### config.mk
export PLATFORM = sky130hd
export DESIGN_NAME = trng_sample_ctrl
export DESIGN_NICKNAME = d
export VERILOG_FILES = /design/src/rtl/trng_sample_ctrl.sv
export SDC_FILE = /design/constraint.sdc
export NUM_CORES = 1
export LEC_CHECK = 0
export BUFFER_PORTS_ARGS = -buffer_cell sky130_fd_sc_hd__buf_2
export CORE_ASPECT_RATIO = 0.6
export CORE_UTILIZATION = 49
export DETAILED_ROUTE_END_ITERATION = 8
export GPL_TIMING_DRIVEN = 0
export MAX_ROUTING_LAYER = met4
export PLACE_DENSITY = 0.79
export SYNTH_ARGS = -nofsm -noshare
export SYNTH_HDL_FRONTEND = slang
export SYNTH_SLANG_ARGS = --single-unit
export TNS_END_PERCENT = 30
### constraint.sdc
create_clock -name clk -period 1.6 [get_ports clk]
set_input_delay 0.16 -clock clk [delete_from_list [all_inputs] [get_ports clk]]
set_output_delay 0.16 -clock clk [all_outputs]
set_load 0.02 [all_outputs]
### src/rtl/trng_sample_ctrl.sv
// ----------------------------------------------------------------------------
// trng_sample_ctrl
//
// Sampling controller for a ring-oscillator TRNG. Enables the oscillator,
// waits a warm-up period, then takes one raw sample every SAMPLE_DIV clocks
// from a 2-flop synchronised copy of raw_bit. Samples are assembled MSB-first
// into bytes that are offered on a valid/ready handshake. A repetition-count
// health test on the raw samples latches a sticky failure. Only rst_n can
// clear that failure.
//
// Optional feature: define TRNG_VN_DEBIAS_EN to insert a von Neumann debiaser
// between the raw samples and the shift register. A raw pair 10 gives a 1,
// a pair 01 gives a 0, and pairs 00/11 are dropped. The health test always
// sees the raw samples.
//
// Parameters
//   WARMUP_CYCLES  oscillator run time before the first sample (>= 1)
//   SAMPLE_DIV     clk cycles per raw sample (>= 2)
//   REP_LIMIT      identical consecutive raw samples that trip the test (2..15)
//
// Ports
//   clk          in   sole clock, rising edge
//   rst_n        in   asynchronous active-low reset
//   ena          in   block enable; low returns to IDLE (except from FAIL)
//   start        in   level request for bytes
//   raw_bit      in   asynchronous entropy bit
//   osc_en       out  oscillator enable
//   byte_out     out  assembled byte, valid while byte_valid is high
//   byte_valid   out  byte available
//   byte_ready   in   consumer accepts byte (transfer = valid & ready)
//   busy         out  high outside IDLE and FAIL
//   health_fail  out  sticky health-test failure
// ----------------------------------------------------------------------------
module trng_sample_ctrl #(
  parameter int unsigned WARMUP_CYCLES = 16,
  parameter int unsigned SAMPLE_DIV    = 4,
  parameter int unsigned REP_LIMIT     = 8
) (
  input  logic       clk,
  input  logic       rst_n,
  input  logic       ena,
  input  logic       start,
  input  logic       raw_bit,
  output logic       osc_en,
  output logic [7:0] byte_out,
  output logic       byte_valid,
  input  logic       byte_ready,
  output logic       busy,
  output logic       health_fail
);

  localparam int unsigned WCW = (WARMUP_CYCLES > 1) ? $clog2(WARMUP_CYCLES) : 1;
  localparam int unsigned DVW = $clog2(SAMPLE_DIV);
  localparam logic [WCW-1:0] WARM_LOAD = WCW'(WARMUP_CYCLES - 1);
  localparam logic [DVW-1:0] DIV_LAST  = DVW'(SAMPLE_DIV - 1);
  localparam logic [3:0]     REP_LIM   = 4'(REP_LIMIT);

  typedef enum logic [2:0] {
    ST_IDLE,
    ST_WARMUP,
    ST_SAMPLE,
    ST_HOLD,
    ST_FAIL
  } state_t;

  state_t         state_q;
  logic           sync1_q;
  logic           sync2_q;
  logic [WCW-1:0] warm_cnt_q;
  logic [DVW-1:0] div_q;
  logic [2:0]     bit_cnt_q;
  logic [7:0]     shift_q;
  logic           valid_q;
  logic           osc_en_q;
  logic           busy_q;
  logic           fail_q;
  logic [3:0]     rep_cnt_q;
  logic           rep_prev_q;
`ifdef TRNG_VN_DEBIAS_EN
  logic           pair_have_q;
  logic           pair_first_q;
`endif

  logic           sample_tick;
  logic [3:0]     rep_cnt_d;
  logic           rep_hit;
  logic           bit_accept;
  logic           bit_value;
  logic           byte_done;
  logic           run_state;

  always_comb begin
    run_state   = (state_q == ST_WARMUP) || (state_q == ST_SAMPLE) || (state_q == ST_HOLD);
    sample_tick = (state_q == ST_SAMPLE) && (div_q == DIV_LAST);
    // After a history clear, prev=0/cnt=0 makes the first sample count 1
    // whichever value it has.
    rep_cnt_d   = (sync2_q == rep_prev_q) ? rep_cnt_q + 4'd1 : 4'd1;
    rep_hit     = (rep_cnt_d == REP_LIM);
`ifdef TRNG_VN_DEBIAS_EN
    bit_accept  = pair_have_q && (pair_first_q != sync2_q);
    bit_value   = pair_first_q;
`else
    bit_accept  = 1'b1;
    bit_value   = sync2_q;
`endif
    byte_done   = bit_accept && (bit_cnt_q == 3'd7);
  end

  always_ff @(posedge clk or negedge rst_n) begin
    if (!rst_n) begin
      state_q      <= ST_IDLE;
      sync1_q      <= 1'b0;
      sync2_q      <= 1'b0;
      warm_cnt_q   <= '0;
      div_q        <= '0;
      bit_cnt_q    <= '0;
      shift_q      <= '0;
      valid_q      <= 1'b0;
      osc_en_q     <= 1'b0;
      busy_q       <= 1'b0;
      fail_q       <= 1'b0;
      rep_cnt_q    <= '0;
      rep_prev_q   <= 1'b0;
`ifdef TRNG_VN_DEBIAS_EN
      pair_have_q  <= 1'b0;
      pair_first_q <= 1'b0;
`endif
    end else begin
      sync1_q <= raw_bit;
      sync2_q <= sync1_q;

      if (run_state && !ena) begin
        state_q      <= ST_IDLE;
        shift_q      <= '0;
        bit_cnt_q    <= '0;
        valid_q      <= 1'b0;
        osc_en_q     <= 1'b0;
        busy_q       <= 1'b0;
`ifdef TRNG_VN_DEBIAS_EN
        pair_have_q  <= 1'b0;
        pair_first_q <= 1'b0;
`endif
      end else begin
        case (state_q)
          ST_IDLE: begin
            if (ena && start) begin
              state_q      <= ST_WARMUP;
              warm_cnt_q   <= WARM_LOAD;
              rep_cnt_q    <= '0;
              rep_prev_q   <= 1'b0;
              osc_en_q     <= 1'b1;
              busy_q       <= 1'b1;
`ifdef TRNG_VN_DEBIAS_EN
              pair_have_q  <= 1'b0;
              pair_first_q <= 1'b0;
`endif
            end
          end

          ST_WARMUP: begin
            if (warm_cnt_q == '0) begin
              state_q <= ST_SAMPLE;
              div_q   <= '0;
            end else begin
              warm_cnt_q <= warm_cnt_q - WCW'(1);
            end
          end

          ST_SAMPLE: begin
            if (sample_tick) begin
              div_q      <= '0;
              rep_cnt_q  <= rep_cnt_d;
              rep_prev_q <= sync2_q;
`ifdef TRNG_VN_DEBIAS_EN
              pair_have_q  <= ~pair_have_q;
              pair_first_q <= sync2_q;
`endif
              // Health failure wins over a byte completing on the same sample.
              if (rep_hit) begin
                state_q   <= ST_FAIL;
                fail_q    <= 1'b1;
                osc_en_q  <= 1'b0;
                busy_q    <= 1'b0;
                valid_q   <= 1'b0;
                shift_q   <= '0;
                bit_cnt_q <= '0;
              end else if (bit_accept) begin
                shift_q <= {shift_q[6:0], bit_value};
                if (byte_done) begin
                  bit_cnt_q <= '0;
                  valid_q   <= 1'b1;
                  state_q   <= ST_HOLD;
                end else begin
                  bit_cnt_q <= bit_cnt_q + 3'd1;
                end
              end
            end else begin
              div_q <= div_q + DVW'(1);
            end
          end

          ST_HOLD: begin
            // The divider is already 0 here, so sampling resumes on a full period.
            if (byte_ready) begin
              valid_q <= 1'b0;
              if (start) begin
                state_q <= ST_SAMPLE;
              end else begin
                state_q  <= ST_IDLE;
                osc_en_q <= 1'b0;
                busy_q   <= 1'b0;
`ifdef TRNG_VN_DEBIAS_EN
                pair_have_q  <= 1'b0;
                pair_first_q <= 1'b0;
`endif
              end
            end
          end

          ST_FAIL: begin
            state_q <= ST_FAIL;
          end

          default: begin
            state_q <= ST_IDLE;
          end
        endcase
      end
    end
  end

  assign osc_en      = osc_en_q;
  assign byte_out    = shift_q;
  assign byte_valid  = valid_q;
  assign busy        = busy_q;
  assign health_fail = fail_q;

endmodule

# Word level (Yosys, flattened, before mapping)
# Index checks and enable logic that the tools add are counted.
[classes]
addsub = 4
mul = 0
div = 0
n_lt_le_gt_ge = 0
eq_ne = 19
shift = 0
muxes = 44
n_bitwise = 1
n_reduce_logical = 23
[ops]
columns = ["operator", "count"]
rows = [
  ["$mux 3", 12],
  ["$mux 8", 4],
  ["$mux 4", 5],
  ["$pmux 4 s2", 2],
  ["$reduce_and 4->1", 4],
  ["$pmux 3 s5", 1],
  ["$mux 1", 13],
  ["$ne 3x2->1 const B", 4],
  ["$reduce_bool 2->1", 5],
  ["$eq 3x2->1 const B", 2],
  ["$eq 3x3->1 const B", 2],
  ["$mux 2", 3],
  ["$ne 2x2->1 const B", 3],
  ["$reduce_and 6->1", 1],
  ["$reduce_and 5->1", 1],
  ["$add 4x1->4 const B", 1],
  ["$eq 4x4->1 const B", 1],
  ["$logic_not 4->1", 1],
  ["$ne 4x3->1 const B", 1],
  ["$pmux 1 s2", 2],
  ["$pmux 2 s2", 1],
  ["$reduce_bool 4->1", 1],
  ["$sub 4x1->4 const B", 1],
  ["$add 3x1->3 const B", 1],
  ["other kinds (16)", 19],
]
[totals]
ff_bits = 30
latch_bits = 0
ramBits = 0
rom_bits = 0
inputBits = 6
output_inout_bits = 12
wordCells = 103
n_memories = 0

# Depth between registers and ports, before layout
# Gate-level depths: netlist of the first run.
[logic_depth]
word_depth = 7
ltp_mapped = 6
depth_no_buf = 6

# Least setup slack after synthesis of the first run
# OpenSTA, ideal clock, no wires.
[synth_timing]
path_type = "reg2reg"
start = "reg rep_cnt_q[0]"
end = "reg shift_q[1] (netlist: byte_out[1])"
setup_time_ps = 121
arrival_time_ps = 1538
required_ps = 1479
path_slack_ps = -59
path_stages_with_launch = 6
n_path_buf = 1
period_less_slack_ps = 1659
cell_sequence = "dfrtp_1 > ha_1 > nor4_4 > a21oi_1 > buf_2 > a22o_1"
[synth_via]
elab_chain_cells = 7
[synth_rtl]
columns = ["item", "line", "source"]
rows = [
  ["from (decl)", "77", "logic [3:0] rep_cnt_q;"],
  ["from (signal assigned)", "172", "rep_cnt_q <= rep_cnt_d;"],
  ["$add 4x1->4", "97", "rep_cnt_d = (sync2_q == rep_prev_q) ? rep_cnt_q + 4'd1 : 4'd1;"],
  ["$mux 4", "97", ""],
  ["$eq 4x4->1", "98", "rep_hit = (rep_cnt_d == REP_LIM);"],
  ["$mux 8", "179", "if (rep_hit) begin"],
  ["$mux 8", "170", "if (sample_tick) begin"],
  ["$mux 8", "144", "case (state_q)"],
  ["$mux 8", "132", "if (run_state && !ena) begin"],
  ["to (signal assigned)", "188", "shift_q <= {shift_q[6:0], bit_value};"],
  ["to (decl)", "72", "logic [7:0] shift_q;"],
]
# Every way passes these cells. The select of a mux whose other input is x is not followed.
# A chain may end at the register's enable or synchronous reset.

# Final worst setup path of the first run
[layout_timing]
start = "reg rep_cnt_q[1]"
end = "reg state_q[0]"
[layout_via]
elab_chain_cells = 7
word_cells_on_any_way = 9
cone_classes = "add/sub: 1; eq/ne: 2; mux: 5; reduce/logical: 1"
[layout_rtl]
columns = ["item", "line", "source"]
rows = [
  ["$add 4x1->4 *", "97", ""],
  ["$mux 4 *", "97", ""],
  ["$eq 4x4->1 *", "98", ""],
  ["$mux 3", "179", ""],
  ["$mux 3", "170", ""],
  ["$pmux 3 s5", "144", ""],
  ["$mux 3", "132", ""],
  ["to (signal assigned)", "133", "state_q <= ST_IDLE;"],
  ["to (signal assigned)", "147", "state_q <= ST_WARMUP;"],
  ["to (signal assigned)", "180", "state_q <= ST_FAIL;"],
  ["to (decl)", "66", "state_t state_q;"],
]
# Every way passes the cells marked *; elsewhere a longest branch is shown, timed or not. The select of a mux whose other input is x is not followed.

==> summary.txt, run 1 <==
Synthesis
  – EDFF count, synth: 0
  – Fraction of the mapped netlist area in adder cells: 0.0450
  – Post-Synthesis Cells: 153
  – Synthesized Nets: 164
  – Post-synthesis mux area share: 0.0194
  – Ys async rst share: 1.00
  – XOR/XNOR share of the synthesized area: 0.0272
  – Prevailing post-synth register cell: dfrtp_1
  – Mapped cell area: 1610 sq um
  – Synth Register Bits: 30
  – Main combinational cell family by area after synthesis: compound AO/OA/AOI/OAI gates
  – Yosys warns: 0
  – Sequential element share of the synthesized area: 0.465
  – Post-Syn Area per Cell: 10.5 sq um
  – Post-synthesis compound-gate area fraction: 0.212
  – Synth Area in Simple Gates: 0.178
  – Yosys cell types: 48

Die
  – Num rows: 15
  – Die X: 76.1 microns
  – Ports: 18
  – Height of the die: 46.4 microns
  – Core Region: 3000 sq um
  – Die area: 3530 sq um
  – Starting density of the core: 0.537

Job
  – Total of max-cap violations: 0

CTS
  – Max Root-Sink Buffers: 2
  – Root Driver: clkbuf_8
  – TritonCTS clock tree: done
  – Worst-Skew Late Latency: 0.29 ns
  – Reg clk slew, reported paths: 0.07 ns
  – CTS buffer count: 5
  – CTS sink cnt: 30
  – H-tree depth: 2

Status
  – Run status: complete, but fails checks
  – Failing checks: negative setup slack

Setup path
  – WP data required: 1.77 ns
  – Crit. Startpoint: rep_cnt_q[1]
  – Critical path cell sequence: ha_4, nor4_4, buf_4, a21o_1, o211ai_1
  – Setup crit start kind: register
  – Worst reg-to-reg path cell count: 5
  – Reg2reg start: rep_cnt_q[1]
  – Worst setup EP type: register
  – CP Max Fanout: 4
  – Kind of critical path: register to register
  – Worst path slowest cell: dfrtp_1
  – Slowest cell delay on critical path: 0.42 ns
  – Data arrival time of the worst path: 1.78 ns

Power and ir drop
  – Final Total Pwr: 2.83 mW
  – P per Cell Area: 1390 nW/um^2
  – LEAKAGE: 0.915 nW
  – Max rail drop VDD: 0.604 mV

STA
  – Final setup viols: 3
  – Max Clock Skew: 0.00493 ns
  – Worst setup margin: -0.0128 ns
  – Worst rel slew slack: 0.550
  – Worst hold slack: 0.278 ns
  – FMAX: 0.620 GHz
  – Slew Viols, Final: 0
  – RSZ-0062 raised after global routing: yes
  – Worst-margin pin slew: 0.674 ns
  – Hold Fails Final Rpt: 0
  – Final worst path period need: 1.61 ns
  – Final cycle utilization of the critical path: 1.01

Cells and area
  – Antenna cells: 0
  – Core Util, Final: 0.677
  – Cell area after layout: 2030 sq um
  – Filler cells: 227
  – Reg area: 751 sq um
  – Multi-input logic area: 900 sq um
  – Most frequent cells in the layout: dfrtp_1, buf_2, a22o_1
  – Synth-to-layout area growth: 26.1%
  – Layout cells sized above 1: 0.342
  – Commonest non-fill, non-tap cell in the layout: dfrtp_1
  – Net count, final: 194

Placed design
  – Gpl congestion: 0.942
  – Cell Area, Placed: 1760 sq um
  – Port bufs: 17
  – Placed wire-length estimate: 2.42 mm
  – Pre-CTS setup slack: -0.149 ns

Global routing
  – Total track usage: 0.233
  – GRT overflow: 0
  – Initial antenna violation count: 0
  – First-pass GRT wire length: 5.73 mm
  – Vias in the first global route: 1,192
  – Pin count of the biggest net entering global routing: 31

Drt
  – Vias: 1,372
  – # DRC: 0
  – DR iter-0 viols: 166
  – Average vias per placed instance: 6.07
  – Routed WL: 3.77 mm
  – Wire per inst: 16.7 microns
  – Post-route antenna net violation count: 0
  – DRT Pass-1 Iters: 7

Hold path
  – Hold Path Class: primary input to register
  – Hold_sp: start
  – Hold Path Depth: 3
==> synthesized netlist by cell type (3+ instances only) <==
| library cell | number | share of area |
|---|---|---|
| a21oi_1 | 4 | 0.012 |
| a22o_1 | 14 | 0.076 |
| a2bb2oi_1 | 3 | 0.016 |
| buf_2 | 5 | 0.016 |
| dfrtp_1 | 30 | 0.47 |
| ha_1 | 5 | 0.039 |
| inv_1 | 10 | 0.023 |
| nand2_1 | 11 | 0.026 |
| nand3_1 | 6 | 0.019 |
| nor2_1 | 7 | 0.016 |
| nor2b_1 | 3 | 0.012 |
| o21ai_0 | 9 | 0.028 |
| xnor2_1 | 3 | 0.016 |
==> registers in the layout, summed over array words and instances, names as in the netlist <==
name and count:
bit_cnt_q 3, bit_value 1, busy 1, byte_out 8, byte_valid 1, div_q 2, health_fail 1, rep_cnt_q 4
rep_prev_q 1, state_q 3, sync1_q 1, warm_cnt_q 4
==> layer usage <==
metal  track usage  vias up  routed length [microns]
met2         0.340       69                     1650
met1         0.301      660                     1750
met5             -        -                        0
li1              -      625                        -
met3        0.0554       18                      245
met4         0.142        0                      127
==> cells by family (layout without fill, tap and decap cells) <==
logic type / after synthesis / in the layout
AO/OA/AOI/OAI: 46 / 46
flip-flops: 30 / 30
XOR/XNOR: 5 / 5
multiplexers: 3 / 3
adder cells (fa/ha/maj): 6 / 6
buffers and inverters: 18 / 49
AND/OR/NAND/NOR: 45 / 45
==> stage by stage <==
stage               setup TNS [ns]  std cells
finish                     -0.0281        226
global route                -0.645        226
detailed placement           -2.25        212
CTS                        -0.0277        225
global placement             -1.62        212
floorplan                 -0.00922        153
==> cell type report <==
cell class / instances / area share
buffer: 7 / 0.0271
clock buffer: 6 / 0.0406
clock inverter: 2 / 0.00615
inverter: 10 / 0.0185
multi-input combinational: 105 / 0.442
sequential: 30 / 0.369
tap: 42 / 0.0258
timing repair buffer: 24 / 0.0702
==> critical path, delay by kind of cell (launching register included) <==
kind            cells  cell delay [ns]
compound gates      2             0.31
fa+ha+maj           1             0.26
buf+inv             1             0.19
flops               1             0.42
simple gates        1             0.30
==> repair_timing <==
action | 4_1_cts | 5_1_grt
setup endpoints to repair | 21 | 20
pin swaps | 8 | 4
hold buffers | 2 | 0
gates resized for setup | 15 | 12
hold endpoints to repair | 31 | 0
setup buffers | 4 | 1
==> power breakdown <==
group / switching (mW) / internal [mW] / total [mW]
logic: 0.651 / 0.492 / 1.14
registers: 0.148 / 0.885 / 1.03
clock network: 0.313 / 0.345 / 0.658
total: 1.11 / 1.72 / 2.83
==> worst paths after layout <==
check,endpoint,slack [ns]
worst max register to register,state_q[0],-0.01
worst min register to register,bit_value,0.36
max in group asynchronous,bit_cnt_q[0],0.73
min in group asynchronous,div_q[0],0.43
worst min-delay path,warm_cnt_q[3],0.28
worst max-delay path,state_q[0],-0.01
(Power assumes the default switching activity.)
==> run 2, diff against run 1 <==
--- a/config.mk
+++ b/config.mk
@@ -5,6 +5,7 @@
 export SDC_FILE = /design/constraint.sdc
 export NUM_CORES = 1
 export LEC_CHECK = 0
+export ABC_AREA = 1
 export BUFFER_PORTS_ARGS = -buffer_cell sky130_fd_sc_hd__buf_2
 export CORE_ASPECT_RATIO = 0.6
 export CORE_UTILIZATION = 49
==> summary.txt, run 2 <==
STA
  – Worst rel slew slack: 0.565 (+0.0142)
  – Hold Fails Final Rpt: 0 (unchanged)
  – RSZ-0062 raised after global routing: yes
  – Max Clock Skew: 0.00564 ns (+0.000710 ns)
  – Worst-margin pin slew: 0.653 ns (-0.0213 ns)
  – Final TNS setup: 0 ns (+0.0281 ns)
  – Worst hold slack: 0.298 ns (+0.0198 ns)
  – Slew Viols, Final: 0 (unchanged)
  – FMAX: 0.647 GHz (+4.4%)
  – Final worst path period need: 1.54 ns (-0.0680 ns)
  – Final setup viols: 0 (-3)
  – Final cycle utilization of the critical path: 0.965 (-0.0425)

Setup path
  – Setup crit start kind: register
  – WP data required: 1.77 ns (about the same)
  – Critical path cell sequence: inv_2, nor3_2, inv_1, nand2_1, inv_1, nor2_2, o21ai_0, o21a_1
  – Slowest cell delay on critical path: 0.45 ns (+0.03 ns)
  – CP Max Fanout: 6 (+2)
  – Worst path slowest cell: dfrtp_2
  – Worst setup EP type: register
  – Kind of critical path: register to register
  – Data arrival time of the worst path: 1.72 ns (-0.06 ns)
  – CP dominant cell by count: inv_1

Global routing
  – GRT overflow: 0 (unchanged)
  – Initial antenna violation count: 0 (unchanged)
  – Vias in the first global route: 1,122 (-5.9%)
  – First-pass GRT wire length: 5.44 mm (-5.0%)
  – Pin count of the biggest net entering global routing: 31 (unchanged)
  – Total track usage: 0.225 (-0.00809)

Cells and area
  – Antenna cells: 0 (unchanged)
  – Layout cells sized above 1: 0.327 (-0.0150)
  – Most frequent cells in the layout: nand2_1, dfrtp_1, inv_1
  – Multi-input logic area: 748 sq um (-17%)
  – Net count, final: 237 (+22%)
  – Max reg flops: 8 (unchanged)
  – Core Util, Final: 0.652 (-0.0250)
  – Cell area after layout: 1960 sq um (-3.7%)
  – Reg area: 753 sq um (+0.33%)
  – Synth-to-layout area growth: 21.7%
  – Commonest non-fill, non-tap cell in the layout: nand2_1
  – Filler cells: 253 (+11%)

Synthesis
  – Post-Syn Area per Cell: 8.47 sq um (-20%)
  – Sequential element share of the synthesized area: 0.467 (+0.00109)
  – Synthesized Nets: 201 (+23%)
  – Prevailing post-synth register cell: dfrtp_1
  – Synth top area cells: dfrtp_1, nand2_1, nand3_1, inv_1, ha_1
  – Yosys warns: 0 (unchanged)
  – Synth Register Bits: 30 (unchanged)
  – Count leader, synth: nand2_1
  – Post-synth top area cell: dfrtp_1
  – Post-synth top cells: nand2_1, dfrtp_1, inv_1
  – Post-Synthesis Cells: 190 (+24%)
  – Synth top area share: 0.467 (+0.00109)
  – Mapped cell area: 1610 sq um (-0.23%)
  – Yosys cell types: 29 (-40%)
  – EDFF count, synth: 0 (unchanged)
  – Ys async rst share: 1.00 (unchanged)

Drt
  – Vias: 1,371 (-0.073%)
  – Post-route antenna net violation count: 0 (unchanged)
  – Wire per inst: 12.5 microns (-25%)
  – # DRC: 0 (unchanged)
  – DRT Pass-1 Iters: 4 (-3)
  – Average vias per placed instance: 5.12 (-16%)
  – Routed WL: 3.36 mm (-11%)
  – DR iter-0 viols: 111 (-33%)

Power and ir drop
  – Max rail drop VDD: 0.670 mV (+11%)
  – LEAKAGE: 1.02 nW (+12%)
  – Final Total Pwr: 3.01 mW (+6.2%)
  – P per Cell Area: 1540 nW/um^2 (+10%)

Die
  – Starting density of the core: 0.536 (-0.00125)
  – Die X: 76.0 microns (-0.11%)
  – Num rows: 15 (unchanged)
  – Core Region: 3000 sq um (unchanged)
  – Ports: 18 (unchanged)
  – Die area: 3520 sq um (-0.23%)
  – Height of the die: 46.4 microns (-0.12%)

Hold path
  – Hold Path Class: primary input to register

Job
  – Total of max-cap violations: 0 (unchanged)

CTS
  – CTS buffer count: 5 (unchanged)
  – Reg clk slew, reported paths: 0.06 ns (about the same)
  – Root Driver: clkbuf_8
  – Worst-Skew Late Latency: 0.28 ns (about the same)
  – TritonCTS clock tree: done
  – H-tree depth: 2 (unchanged)
  – CTS sink cnt: 30 (unchanged)
  – Max Root-Sink Buffers: 2 (unchanged)

Placed design
  – Gpl congestion: 0.948 (+0.65%)
  – Port bufs: 17 (unchanged)
  – Placed wire-length estimate: 2.36 mm (-2.5%)
  – Cell Area, Placed: 1750 sq um (-0.92%)

Status
  – Run status: completed
[run 2: changes by cell type after synthesis, moves of 4 or more]
cell / previous run / this run
o21ai_0: 9 / 3
nand3_1: 6 / 20
nand2_1: 11 / 41
nand2_2: 0 / 8
nor2_4: 0 / 4
o22ai_1: 0 / 8
inv_1: 10 / 26
nor2_2: 0 / 4
inv_2: 0 / 7
o21ai_1: 0 / 9
a22o_1: 14 / 0
buf_2: 5 / 0
[run 2: worst paths after layout]
check                      startpoint      endpoint  slack (ns)  cells past startpoint
max in group asynchronous       rst_n    state_q[2]        0.71                      2
max                        state_q[0]      div_q[0]        0.06                      8
min reg2reg                   sync1_q     bit_value        0.35                      0
min in group asynchronous       rst_n  bit_cnt_q[0]        0.44                      2
max reg2reg                state_q[0]      div_q[0]        0.06                      8
min                               ena    state_q[0]        0.30                      5
[run 2: area by class of cell]
type | count | share of cell area
Inverter | 33 | 0.0633
Sequential cell | 30 | 0.385
Tap cell | 42 | 0.0268
Buffer | 2 | 0.0109
Clock buffer | 5 | 0.0351
Clock inverter | 2 | 0.00511
Multi-Input combinational cell | 125 | 0.382
Timing Repair Buffer | 29 | 0.0920
[run 2: power by group]
part	internal [mW]	switching (mW)	total [mW]
logic	0.516	0.910	1.43
registers	0.902	0.111	1.01
clock network	0.291	0.279	0.570
[run 2: repair_timing]
item	4_1_cts	5_1_grt
buffers inserted	7	3
hold buffers	2	0
gates resized for setup	3	9
pin swaps	2	4
hold endpoints to repair	31	0
endpoints found under the setup margin	5	8
[run 2: layer usage]
metal,vias up,wire [microns],global-route usage
li1,694,-,-
met1,631,1740,0.318
met3,4,230,0.0653
met2,42,1350,0.282
met5,-,0,-
met4,0,44,0.127
[run 2: kinds of logic after synthesis]
family	after synthesis	share of synthesized area
flops	30	0.467
buf+inv	35	0.0902
compound gates	29	0.114
fa+ha+maj	5	0.0389
simple gates	91	0.291
[run 2: per-stage QoR]
stage	cells	worst slack, ns
after floorplan	190	0.108
after global placement	249	-0.0502
after detailed placement	249	-0.0902
after CTS	265	0.0211
after global routing	268	-0.0400
final	268	0.0552
[run 2: critical path, delay by kind of cell, from the launching register on]
family,cells,cell delay (ns)
AOI/OAI and AO/OA,2,0.21
buffers and inverters,3,0.31
DFF,1,0.45
and+or+nand+nor,3,0.47
